===== config.mk =====
export PLATFORM = sky130hd
export DESIGN_NAME = ws2812_rx_flat
export DESIGN_NICKNAME = d
export VERILOG_FILES = /design/src/rtl/ws2812_rx_if.sv /design/src/rtl/ws2812_rx.sv /design/src/flat_wrapper.sv
export SDC_FILE = /design/constraint.sdc
export NUM_CORES = 1
export LEC_CHECK = 0
export ABC_AREA = 1
export CAP_MARGIN = 0
export CORE_MARGIN = 1.5
export CORE_UTILIZATION = 40
export CTS_CLUSTER_DIAMETER = 200
export DETAILED_ROUTE_END_ITERATION = 10
export GPL_ROUTABILITY_DRIVEN = 0
export PLACE_DENSITY_LB_ADDON = 0.25
export SKIP_LAST_GASP = 1
export SLEW_MARGIN = 20
export SYNTH_ARGS = -nofsm -noshare
export SYNTH_HDL_FRONTEND = slang
export SYNTH_SLANG_ARGS = --single-unit

===== constraint.sdc =====
create_clock -name clk -period 2.5 [get_ports clk]
set_clock_uncertainty 0.15 [all_clocks]
set_input_delay 0.375 -clock clk [delete_from_list [all_inputs] [get_ports clk]]
set_output_delay 0.375 -clock clk [all_outputs]
set_load 0.02 [all_outputs]

===== src/rtl/ws2812_rx_if.sv =====
// rtl/ws2812_rx_if.sv - signal bundle between the WS2812 receiver and its consumer
//
// Purpose: groups the serial input and the decoded-word outputs of ws2812_rx.
//   Build option WS2812_RX_REPEATER_EN adds the repeated serial output dout.
// Signals:
//   data        serial WS2812 line into the receiver (asynchronous to clk)
//   rgb_colour  last decoded word {green, red, blue}, first received bit in bit 23
//   led_index   position of that word in the frame (0 = first after latch)
//   valid       one-cycle strobe, rgb_colour/led_index updated
//   frame_done  one-cycle strobe, latch gap seen after at least one bit
//   error       one-cycle strobe, over-long high pulse or partial word at latch
//   dout        (WS2812_RX_REPEATER_EN only) pixel-style DOUT stream
// Modports: master = receiver side, slave = line driver / word consumer side.
interface ws2812_rx_if #(
  parameter int NUM_LEDS = 4
);
  localparam int IW = (NUM_LEDS > 1) ? $clog2(NUM_LEDS) : 1;

  logic          data;
  logic [23:0]   rgb_colour;
  logic [IW-1:0] led_index;
  logic          valid;
  logic          frame_done;
  logic          error;
`ifdef WS2812_RX_REPEATER_EN
  logic          dout;

  modport master (input data, output rgb_colour, led_index, valid, frame_done, error, dout);
  modport slave  (output data, input rgb_colour, led_index, valid, frame_done, error, dout);
`else
  modport master (input data, output rgb_colour, led_index, valid, frame_done, error);
  modport slave  (output data, input rgb_colour, led_index, valid, frame_done, error);
`endif
endinterface


===== src/rtl/ws2812_rx.sv =====
// rtl/ws2812_rx.sv - WS2812 NRZ receiver: pulse-width decoder, word assembly, latch detection
//
// Purpose: measures high-pulse widths on the synchronised serial line, rebuilds 24-bit GRB
//   words, reports each with its LED index, and detects the end-of-frame latch gap.
// Ports:
//   clk    in  system clock
//   reset  in  synchronous, active-high reset
//   bus    ws2812_rx_if.master: data in; rgb_colour, led_index, valid, frame_done, error out
// Build option: WS2812_RX_REPEATER_EN adds bus.dout, which repeats the line like a pixel's
//   DOUT once the first NUM_LEDS words have been consumed.
module ws2812_rx #(
  parameter int NUM_LEDS    = 4,
  parameter int CLK_MHZ     = 12,
  parameter int THRESH_NS   = 550,
  parameter int MAX_HIGH_NS = 2000,
  parameter int RESET_US    = 50
) (
  input  logic         clk,
  input  logic         reset,
  ws2812_rx_if.master  bus
);
  localparam int THRESH_CYC = CLK_MHZ * THRESH_NS / 1000;
  localparam int MAXH_CYC   = CLK_MHZ * MAX_HIGH_NS / 1000;
  localparam int RESET_CYC  = CLK_MHZ * RESET_US;
  localparam int CW = $clog2(RESET_CYC + 1);
  localparam int IW = (NUM_LEDS > 1) ? $clog2(NUM_LEDS) : 1;
  localparam int WW = $clog2(NUM_LEDS + 1);

  localparam logic [CW-1:0] THRESH_C = CW'(THRESH_CYC);
  localparam logic [CW-1:0] MAXH_C   = CW'(MAXH_CYC);
  localparam logic [CW-1:0] RESET_C  = CW'(RESET_CYC);
  localparam logic [WW-1:0] NUM_W    = WW'(NUM_LEDS);
  localparam logic [WW-1:0] LAST_W   = WW'(NUM_LEDS - 1);

  typedef enum logic [1:0] {SYNC, IDLE, HIGH, LOW} state_t;

  state_t        r_state, w_state_nxt;
  logic          r_sync1, r_ds, r_ds_d;
  logic          w_rise, w_fall, w_bit;
  logic [CW-1:0] r_high_cnt, w_high_nxt, r_low_cnt, w_low_nxt, w_inc_high, w_inc_low;
  logic [23:0]   r_sreg, w_sreg_nxt;
  logic [4:0]    r_bit_cnt, w_bit_nxt;
  logic [WW-1:0] r_word_cnt, w_word_nxt;
  logic          r_pend, w_pend_nxt;
  logic [IW-1:0] r_pend_idx, w_pend_idx_nxt;
  logic          w_frame_done, w_error;
  logic [23:0]   r_rgb;
  logic [IW-1:0] r_led_index;
  logic          r_valid, r_frame_done, r_error;
`ifdef WS2812_RX_REPEATER_EN
  logic          r_fwd, w_fwd_nxt, r_dout;
`endif

  function automatic logic [CW-1:0] sat_inc(input logic [CW-1:0] v);
    return (v == '1) ? v : v + CW'(1);
  endfunction

  assign w_rise     = r_ds & ~r_ds_d;
  assign w_fall     = ~r_ds & r_ds_d;
  assign w_inc_high = sat_inc(r_high_cnt);
  assign w_inc_low  = sat_inc(r_low_cnt);

  always_comb begin
    w_state_nxt    = r_state;
    w_high_nxt     = r_high_cnt;
    w_low_nxt      = r_low_cnt;
    w_sreg_nxt     = r_sreg;
    w_bit_nxt      = r_bit_cnt;
    w_word_nxt     = r_word_cnt;
    w_pend_nxt     = 1'b0;
    w_pend_idx_nxt = r_pend_idx;
    w_frame_done   = 1'b0;
    w_error        = 1'b0;
    w_bit          = 1'b0;
`ifdef WS2812_RX_REPEATER_EN
    w_fwd_nxt      = r_fwd;
`endif
    case (r_state)
      // Alignment: only a full latch-length low period proves we are between frames.
      SYNC: begin
        if (r_ds) begin
          w_low_nxt = '0;
        end else if (w_inc_low >= RESET_C) begin
          w_low_nxt   = '0;
          w_state_nxt = IDLE;
        end else begin
          w_low_nxt = w_inc_low;
        end
      end
      IDLE: begin
        if (w_rise) begin
          w_high_nxt  = CW'(1);
          w_state_nxt = HIGH;
        end
      end
      HIGH: begin
        if (w_fall) begin
          w_bit       = (r_high_cnt >= THRESH_C);
          w_low_nxt   = CW'(1);
          w_state_nxt = LOW;
          // Words beyond NUM_LEDS belong to downstream pixels and are not captured.
          if (r_word_cnt < NUM_W) begin
            w_sreg_nxt = {r_sreg[22:0], w_bit};
            if (r_bit_cnt == 5'd23) begin
              w_bit_nxt      = '0;
              w_word_nxt     = r_word_cnt + WW'(1);
              w_pend_nxt     = 1'b1;
              w_pend_idx_nxt = IW'(r_word_cnt);
`ifdef WS2812_RX_REPEATER_EN
              if (r_word_cnt == LAST_W) w_fwd_nxt = 1'b1;
`endif
            end else begin
              w_bit_nxt = r_bit_cnt + 5'd1;
            end
          end
        end else if (w_inc_high > MAXH_C) begin
          w_error     = 1'b1;
          w_bit_nxt   = '0;
          w_word_nxt  = '0;
          w_low_nxt   = '0;
          w_state_nxt = SYNC;
`ifdef WS2812_RX_REPEATER_EN
          w_fwd_nxt   = 1'b0;
`endif
        end else begin
          w_high_nxt = w_inc_high;
        end
      end
      LOW: begin
        if (w_rise) begin
          w_high_nxt  = CW'(1);
          w_state_nxt = HIGH;
        end else if (w_inc_low >= RESET_C) begin
          w_frame_done = 1'b1;
          w_error      = (r_bit_cnt != 5'd0);
          w_bit_nxt    = '0;
          w_word_nxt   = '0;
          w_low_nxt    = '0;
          w_state_nxt  = IDLE;
`ifdef WS2812_RX_REPEATER_EN
          w_fwd_nxt    = 1'b0;
`endif
        end else begin
          w_low_nxt = w_inc_low;
        end
      end
      default: w_state_nxt = SYNC;
    endcase
  end

  always_ff @(posedge clk) begin
    if (reset) begin
      r_sync1      <= 1'b0;
      r_ds         <= 1'b0;
      r_ds_d       <= 1'b0;
      r_state      <= SYNC;
      r_high_cnt   <= '0;
      r_low_cnt    <= '0;
      r_sreg       <= '0;
      r_bit_cnt    <= '0;
      r_word_cnt   <= '0;
      r_pend       <= 1'b0;
      r_pend_idx   <= '0;
      r_rgb        <= '0;
      r_led_index  <= '0;
      r_valid      <= 1'b0;
      r_frame_done <= 1'b0;
      r_error      <= 1'b0;
`ifdef WS2812_RX_REPEATER_EN
      r_fwd        <= 1'b0;
      r_dout       <= 1'b0;
`endif
    end else begin
      r_sync1      <= bus.data;
      r_ds         <= r_sync1;
      r_ds_d       <= r_ds;
      r_state      <= w_state_nxt;
      r_high_cnt   <= w_high_nxt;
      r_low_cnt    <= w_low_nxt;
      r_sreg       <= w_sreg_nxt;
      r_bit_cnt    <= w_bit_nxt;
      r_word_cnt   <= w_word_nxt;
      r_pend       <= w_pend_nxt;
      r_pend_idx   <= w_pend_idx_nxt;
      // The completed word sits in r_sreg for one cycle before being published.
      r_valid      <= r_pend;
      if (r_pend) begin
        r_rgb       <= r_sreg;
        r_led_index <= r_pend_idx;
      end
      r_frame_done <= w_frame_done;
      r_error      <= w_error;
`ifdef WS2812_RX_REPEATER_EN
      r_fwd        <= w_fwd_nxt;
      r_dout       <= r_fwd & r_ds;
`endif
    end
  end

  assign bus.rgb_colour = r_rgb;
  assign bus.led_index  = r_led_index;
  assign bus.valid      = r_valid;
  assign bus.frame_done = r_frame_done;
  assign bus.error      = r_error;
`ifdef WS2812_RX_REPEATER_EN
  assign bus.dout       = r_dout;
`endif
endmodule


===== src/flat_wrapper.sv =====
// flat-port wrapper written by rule: the top's interface ports become plain ports
module ws2812_rx_flat 
#(
  parameter int NUM_LEDS    = 4,
  parameter int CLK_MHZ     = 12,
  parameter int THRESH_NS   = 550,
  parameter int MAX_HIGH_NS = 2000,
  parameter int RESET_US    = 50
)
  (clk, reset, bus_data, bus_rgb_colour, bus_led_index, bus_valid, bus_frame_done, bus_error);
  ws2812_rx_if #(.NUM_LEDS(NUM_LEDS)) bus_i ();
  input  logic clk;
  input  logic reset;
  input wire logic [$bits(bus_i.data)-1:0] bus_data;
  output wire logic [$bits(bus_i.rgb_colour)-1:0] bus_rgb_colour;
  output wire logic [$bits(bus_i.led_index)-1:0] bus_led_index;
  output wire logic [$bits(bus_i.valid)-1:0] bus_valid;
  output wire logic [$bits(bus_i.frame_done)-1:0] bus_frame_done;
  output wire logic [$bits(bus_i.error)-1:0] bus_error;
  assign bus_i.data = bus_data;
  assign bus_rgb_colour = bus_i.rgb_colour;
  assign bus_led_index = bus_i.led_index;
  assign bus_valid = bus_i.valid;
  assign bus_frame_done = bus_i.frame_done;
  assign bus_error = bus_i.error;
  ws2812_rx #(.NUM_LEDS(NUM_LEDS), .CLK_MHZ(CLK_MHZ), .THRESH_NS(THRESH_NS), .MAX_HIGH_NS(MAX_HIGH_NS), .RESET_US(RESET_US)) u_core (.clk(clk), .reset(reset), .bus(bus_i));
endmodule

==> results of run 1 <==
per-layer routing:
metal | share of wire [%] | vias to the layer above
met5 | 0 | -
met4 | 1.2 | 0
met3 | 3.9 | 10
met2 | 47 | 74
met1 | 48 | 1734
li1 | - | 1996
repair_timing:
item                       CTS  global route
gates resized for setup      0             7
hold buffers                 0             0
buffers inserted             0             4
setup endpoints to repair    0            20
worst max-delay path, delay by kind of cell, from the launching register on:
kind                     cells  cell delay, ns
AO/OA/AOI/OAI                2            0.20
flip-flops                   1            0.39
buffers and inverters        3            0.46
AND/OR/NAND/NOR              8            0.74
adder cells (fa/ha/maj)      1            0.21
area by class of cell:
| cell class | instances | area, um^2 | area share (%) |
|---|---|---|---|
| tap | 136 | 170 | 3.49 |
| sequential | 89 | 1790 | 36.6 |
| multi-input combinational | 439 | 2120 | 43.4 |
| clock inverter | 6 | 75.1 | 1.54 |
| timing repair buffer | 42 | 393 | 8.05 |
| clock buffer | 10 | 128 | 2.62 |
| inverter | 55 | 209 | 4.28 |
cells by family after synthesis:
kind of cell	count (synthesis)	synth area share, %
flip-flops	89	42.8
XOR/XNOR	6	1.26
AND/OR/NAND/NOR	312	32.4
adder cells (fa/ha/maj)	6	1.80
buffers and inverters	75	7.06
AO/OA/AOI/OAI	113	14.7
metrics by stage:
stage                TNS, ns  power (mW)  instances  area (um^2)
floorplan                  0        1.50        601         4170
global placement           0        1.52        755         4610
detailed placement         0        1.52        755         4610
CTS                        0        2.55        771         4820
global route        -0.00122        2.62        777         4880
finish                     0        2.52        777         4880
layout by cell type, fill, tap and decap left out, types with 2 or more instances in the layout:
cell / instances
clkinv_1: 2
o21ai_0: 74
nor2_1: 164
inv_6: 2
o21ai_1: 2
nor2_2: 9
nor3_1: 6
dfxtp_1: 86
a21oi_2: 3
nand4_1: 3
ha_1: 5
or2_2: 2
clkdlybuf4s50_1: 31
nand2_4: 2
nor4_1: 2
xor2_1: 4
nand2_1: 82
buf_4: 11
clkbuf_8: 9
inv_1: 52
nand2_2: 9
o21bai_1: 3
nand3_1: 27
a21oi_1: 24
dfxtp_2: 3
xnor2_1: 2
nor2_4: 2
sequential cells by signal, indices dropped and copies added (netlist names):
name                   flops
u_core.bus.frame_done      1
u_core.r_ds                1
u_core.r_sreg             24
u_core.r_state             2
u_core.r_high_cnt         10
u_core.bus.valid           1
u_core.r_low_cnt          10
u_core.bus.rgb_colour     24
u_core.r_sync1             1
u_core.bus.error           1
u_core.r_ds_d              1
u_core.r_pend              1
u_core.r_word_cnt          3
u_core.r_bit_cnt           5
u_core.bus.led_index       2
u_core.r_pend_idx          2
path summary, 6_finish.rpt:
check,end,slack (ns),depth (start not counted)
min reg2reg,u_core.r_ds,0.25,2
max reg2reg,u_core.r_low_cnt[5],0.24,14
min,u_core.r_ds,0.25,2
max,u_core.r_low_cnt[5],0.24,14
report_power, final:
group          total, mW  internal, mW  leakage, nW  switching (mW)
Combinational     0.0600        0.0207         1.37          0.0393
Clock               1.03         0.479       0.0994           0.553
Sequential          1.43          1.42        0.719         0.00580
Total               2.52          1.92         2.19           0.598
==> summary.txt, run 1 <==
Cells and area
  – Filler cells: 1037
  – Final core utilization: 47.7%
  – Share of post-route cells with drive strength above 1: 10.5%
  – Area delta synth->final: 17.1%
  – # diodes: 0
  – Layout Nets: 645

Global route
  – Global route total overflow: 0
  – Antenna violations before repair: 0
  – GR Util met3: 3.56%
  – Vias in the first global route: 3575
  – Largest net degree at the start of global routing: 50
  – Busiest grt layer: met2
  – Met2 Use GR: 29.3%
  – GR Util All Layers: 17.3%
  – First-pass GRT wire length: 15900 um
  – GR Util met1: 22.4%

Floorplan
  – Die ar.: 11000 um^2
  – Rows: 37
  – DIE HEIGHT: 105 um
  – Initial Util: 40.7%
  – IO Count: 32
  – Die X: 105 um
  – Core area: 10200 um^2

Synthesis
  – Synth top cells by count: nor2_1, dfxtp_1, nand2_1, o21ai_0, inv_1
  – Synth Net Count: 610
  – Yosys top cell by area: dfxtp_1
  – Seq/Total Area, Yosys: 42.8%
  – Top cell type's share of synthesized area: 42.8%
  – Avg Cell Area, Syn: 6.93 um^2
  – Flops & latches, synth: 89
  – Synth Cell Area: 4170 um^2
  – Most common cell in the synthesized netlist: nor2_1
  – Ys flop type: dfxtp_1
  – YS warnings: 0
  – Synth unique cells: 40
  – Post-Syn Instances: 601
  – Number of synthesized flops with an enable pin: 0
  – Ys async rst share: 0%
  – Synth top area cells: dfxtp_1, nor2_1, o21ai_0, nand2_1, inv_1

Worst setup path
  – Max incr delay on CP: 0.39 ns
  – CP Max Fanout: 10
  – Setup Crit Path Kind: flop to flop
  – CP Capture Type: flop
  – Start point of the critical path: u_core.r_high_cnt[0]
  – Reg2reg start: u_core.r_high_cnt[0]
  – Required time worst endpoint: 2.61 ns
  – Crit path DAT: 2.36 ns
  – Critical path's slowest cell: dfxtp_2
  – Critical path cell sequence: ha_1 > nand2_2 > nor2_4 > nand3b_4 > inv_1 > nor2_1 > nand3_1 > nor2_1 > nand4_1 > buf_4 > nand2_4 > buf_4 > o21ai_0 > a21oi_1
  – Startpoint Class: flop

Clocking
  – CTS tree: yes
  – Clock-pin slew on the worst setup and hold paths: 0.10 ns
  – Max Buffers Root-to-Sink: 2
  – TritonCTS buffer count: 9
  – Clock Latency Late Sink: 0.36 ns
  – # clock sinks: 89
  – H-tree Lvls: 3
  – Root buf cell: clkbuf_8

STA
  – Hold Violations, Final: 0
  – Pins Over Slew Limit: 0
  – Fin Hold WS: 0.248 ns
  – # setup viols final: 0
  – Part of the cycle the worst path needs: 90.3%
  – FMAX: 443 MHz
  – Fin crit period: 2.26 ns
  – Max_slew headroom: 67.0%
  – Slew @ Worst Pin: 0.494 ns
  – Final worst setup slack: 0.243 ns

Routing
  – Drt total wl: 9100 um
  – Initial DRC count: 185
  – Via density: 4.91
  – Vias post-DR: 3814
  – DR DRC count: 0
  – Routed len/inst: 11.7 um
  – Routed Antenna Nets: 0
  – TritonRoute pass-1 iters: 4

Power and ir drop
  – Pwr Density: 517 nW/um^2
  – Worst vdd ir: 0.293 mV
  – Leak: 2.19 nW

Flow run
  – Max-Cap Viols: 0

Status
  – Status: completed

Placement
  – Number of buffers added on ports: 31
  – Setup WS pre-CTS: 0.156 ns
  – DPL Wire Length: 6130 um

Min path
  – Hold Path Class: flop to flop
  – Hold Crit Start: u_core.r_sync1
Power figures use the tool's default switching activity.
==> inputs of run 2 (changes only) <==
--- a/config.mk
+++ b/config.mk
@@ -13,6 +13,7 @@
 export DETAILED_ROUTE_END_ITERATION = 10
 export GPL_ROUTABILITY_DRIVEN = 0
 export PLACE_DENSITY_LB_ADDON = 0.25
+export SETUP_SLACK_MARGIN = 0.1
 export SKIP_LAST_GASP = 1
 export SLEW_MARGIN = 20
 export SYNTH_ARGS = -nofsm -noshare
==> summary.txt, run 2 (same netlist as run 1, synthesis figures left out) <==
Clocking
  – # clock sinks: 89 (unchanged)
  – H-tree Lvls: 3 (unchanged)
  – TritonCTS buffer count: 9 (unchanged)
  – Clock Latency Late Sink: 0.35 ns (about the same)
  – CTS tree: yes
  – Root buf cell: clkbuf_8
  – Clock-pin slew on the worst setup and hold paths: 0.10 ns (about the same)
  – Max Buffers Root-to-Sink: 2 (unchanged)
  – Cts hold-fix bufs: 0 (unchanged)

Worst setup path
  – Setup Crit Path Kind: flop to flop
  – CP endpoint: u_core.r_low_cnt[5]
  – Crit path DAT: 2.34 ns (-0.02 ns)
  – Reg2reg start: u_core.r_high_cnt[0]
  – Flop-to-flop setup slack: 0.27 ns (+0.02 ns)
  – Start point of the critical path: u_core.r_high_cnt[0]
  – Startpoint Class: flop
  – CP Capture Type: flop
  – R2R cell count: 13 (-1)
  – Worst R2R End: u_core.r_low_cnt[5]
  – Required time worst endpoint: 2.60 ns (about the same)
  – CP Max Fanout: 10 (unchanged)

Global route
  – GR Util met3: 3.56% (unchanged)
  – Vias in the first global route: 3575 (unchanged)
  – First-pass GRT wire length: 15900 um (unchanged)
  – GR Util met1: 22.4% (unchanged)
  – Antenna violations before repair: 0 (unchanged)
  – Largest net degree at the start of global routing: 50 (unchanged)
  – Met2 Use GR: 29.3% (unchanged)
  – GR Util All Layers: 17.3% (unchanged)
  – Busiest grt layer: met2
  – Global route total overflow: 0 (unchanged)

STA
  – Hold Violations, Final: 0 (unchanged)
  – Pins Over Slew Limit: 0 (unchanged)
  – # setup viols final: 0 (unchanged)
  – Max_slew headroom: 65.4% (-1.5 points)
  – Setup TNS: 0 ns (unchanged)
  – FMAX: 448 MHz (+1.0%)
  – Unrepaired setup endpoints after global routing: yes
  – Slew @ Worst Pin: 0.517 ns (+0.0231 ns)
  – Fin crit period: 2.23 ns (-0.0223 ns)
  – Part of the cycle the worst path needs: 89.4% (-0.89 points)

Routing
  – Routed len/inst: 11.8 um (+0.37%)
  – Initial DRC count: 210 (+14%)
  – Routed Antenna Nets: 0 (unchanged)
  – TritonRoute pass-1 iters: 5 (+1)
  – DR DRC count: 0 (unchanged)
  – Via density: 4.90 (about the same)
  – Drt total wl: 9140 um (+0.37%)
  – Vias post-DR: 3811 (-0.079%)

Floorplan
  – Die X: 105 um (unchanged)
  – Initial Util: 40.7% (unchanged)
  – IO Count: 32 (unchanged)
  – DIE HEIGHT: 105 um (unchanged)
  – Die ar.: 11000 um^2 (unchanged)
  – Core area: 10200 um^2 (unchanged)
  – Rows: 37 (unchanged)

Placement
  – DPL Wire Length: 6130 um (unchanged)
  – Number of buffers added on ports: 31 (unchanged)
  – Placed cell areas: 4610 um^2 (unchanged)

Cells and area
  – Filler cells: 1031 (-0.58%)
  – Area delta synth->final: 18.0%
  – # diodes: 0 (unchanged)
  – Most common cell after layout, fill and taps aside: nor2_1
  – Most frequent cells in the layout: nor2_1, dfxtp_1, nand2_1
  – Layout Nets: 645 (unchanged)
  – Post-route design area: 4910 um^2 (+0.72%)
  – Final core utilization: 48.0% (+0.34 points)
  – Share of post-route cells with drive strength above 1: 11.5% (+1.1 points)

Power and ir drop
  – Leak: 2.21 nW (+0.67%)
  – Pwr Density: 513 nW/um^2 (-0.63%)
  – Worst vdd ir: 0.292 mV (-0.39%)

Min path
  – Hold Path Class: flop to flop

Flow run
  – Max-Cap Viols: 0 (unchanged)

Status
  – Status: completed
==> run 2: worst max-delay path, stage by stage, from the launching register on <==
cell and delay (ns):
dfxtp_2 0.39, ha_2 0.21, nand2_2 0.09, nor2_4 0.15
nand3b_4 0.16, nand2_1 0.10, nand2_1 0.07, o21bai_1 0.15
nand4_1 0.09, buf_4 0.15, nand2_4 0.08, buf_4 0.16
o21ai_0 0.14, a21oi_1 0.06
==> run 2: metrics by stage <==
step	total power, mW	setup slack, ns	instances	hold WS (ns)
after global routing	2.62	0.0514	777	0.284
after global placement	1.52	0.231	755	0.241
after detailed placement	1.52	0.156	755	0.245
final	2.52	0.266	777	0.249
after CTS	2.55	0.133	771	0.255
after floorplan	1.50	0.479	601	0.238
==> run 2: layer usage <==
metal / wire length [um] / vias up / share of wire, %
met4: 124 / 0 / 1.4
met2: 4300 / 68 / 47
met5: 0 / - / 0
li1: - / 1994 / -
met1: 4390 / 1736 / 48
met3: 319 / 13 / 3.5
==> run 2: area by class of cell <==
| cell class | count | area [um^2] | area share [%] |
|---|---|---|---|
| Multi-Input combinational cell | 439 | 2150 | 43.8 |
| Sequential cell | 89 | 1790 | 36.4 |
| Timing Repair Buffer | 42 | 393 | 8.00 |
| Inverter | 55 | 209 | 4.25 |
| Tap cell | 136 | 170 | 3.46 |
| Clock buffer | 10 | 128 | 2.60 |
| Clock inverter | 6 | 75.1 | 1.53 |
==> run 2: worst min-delay path by stage <==
stage	from	slack [ns]	depth (start not counted)	end
after CTS	u_core.r_sync1	0.26	2	u_core.r_ds
after floorplan	u_core.r_sync1	0.24	2	u_core.r_ds
after detailed placement	u_core.r_sync1	0.24	2	u_core.r_ds
after global placement	u_core.r_sync1	0.24	2	u_core.r_ds
final	u_core.r_sync1	0.25	2	u_core.r_ds
after global routing	u_core.r_sync1	0.28	2	u_core.r_ds
==> run 2: report_power, final <==
part	internal, mW	switching (mW)	total (mW)
Clock	0.479	0.553	1.03
Combinational	0.0212	0.0401	0.0614
Sequential	1.42	0.00583	1.43
Total	1.92	0.599	2.52
==> run 2: what timing repair did <==
item,4_1_cts,5_1_grt
endpoints found under the setup margin,0,29
setup buffers,0,4
resized for setup,0,18
==> inputs of run 3 (changes only) <==
--- a/config.mk
+++ b/config.mk
@@ -6,6 +6,7 @@
 export NUM_CORES = 1
 export LEC_CHECK = 0
 export ABC_AREA = 1
+export ABC_CLOCK_PERIOD_IN_PS = 2500
 export CAP_MARGIN = 0
 export CORE_MARGIN = 1.5
 export CORE_UTILIZATION = 40
==> results of run 3 <==
No change in the layout: final DEF, timing and power equal those of run 2.
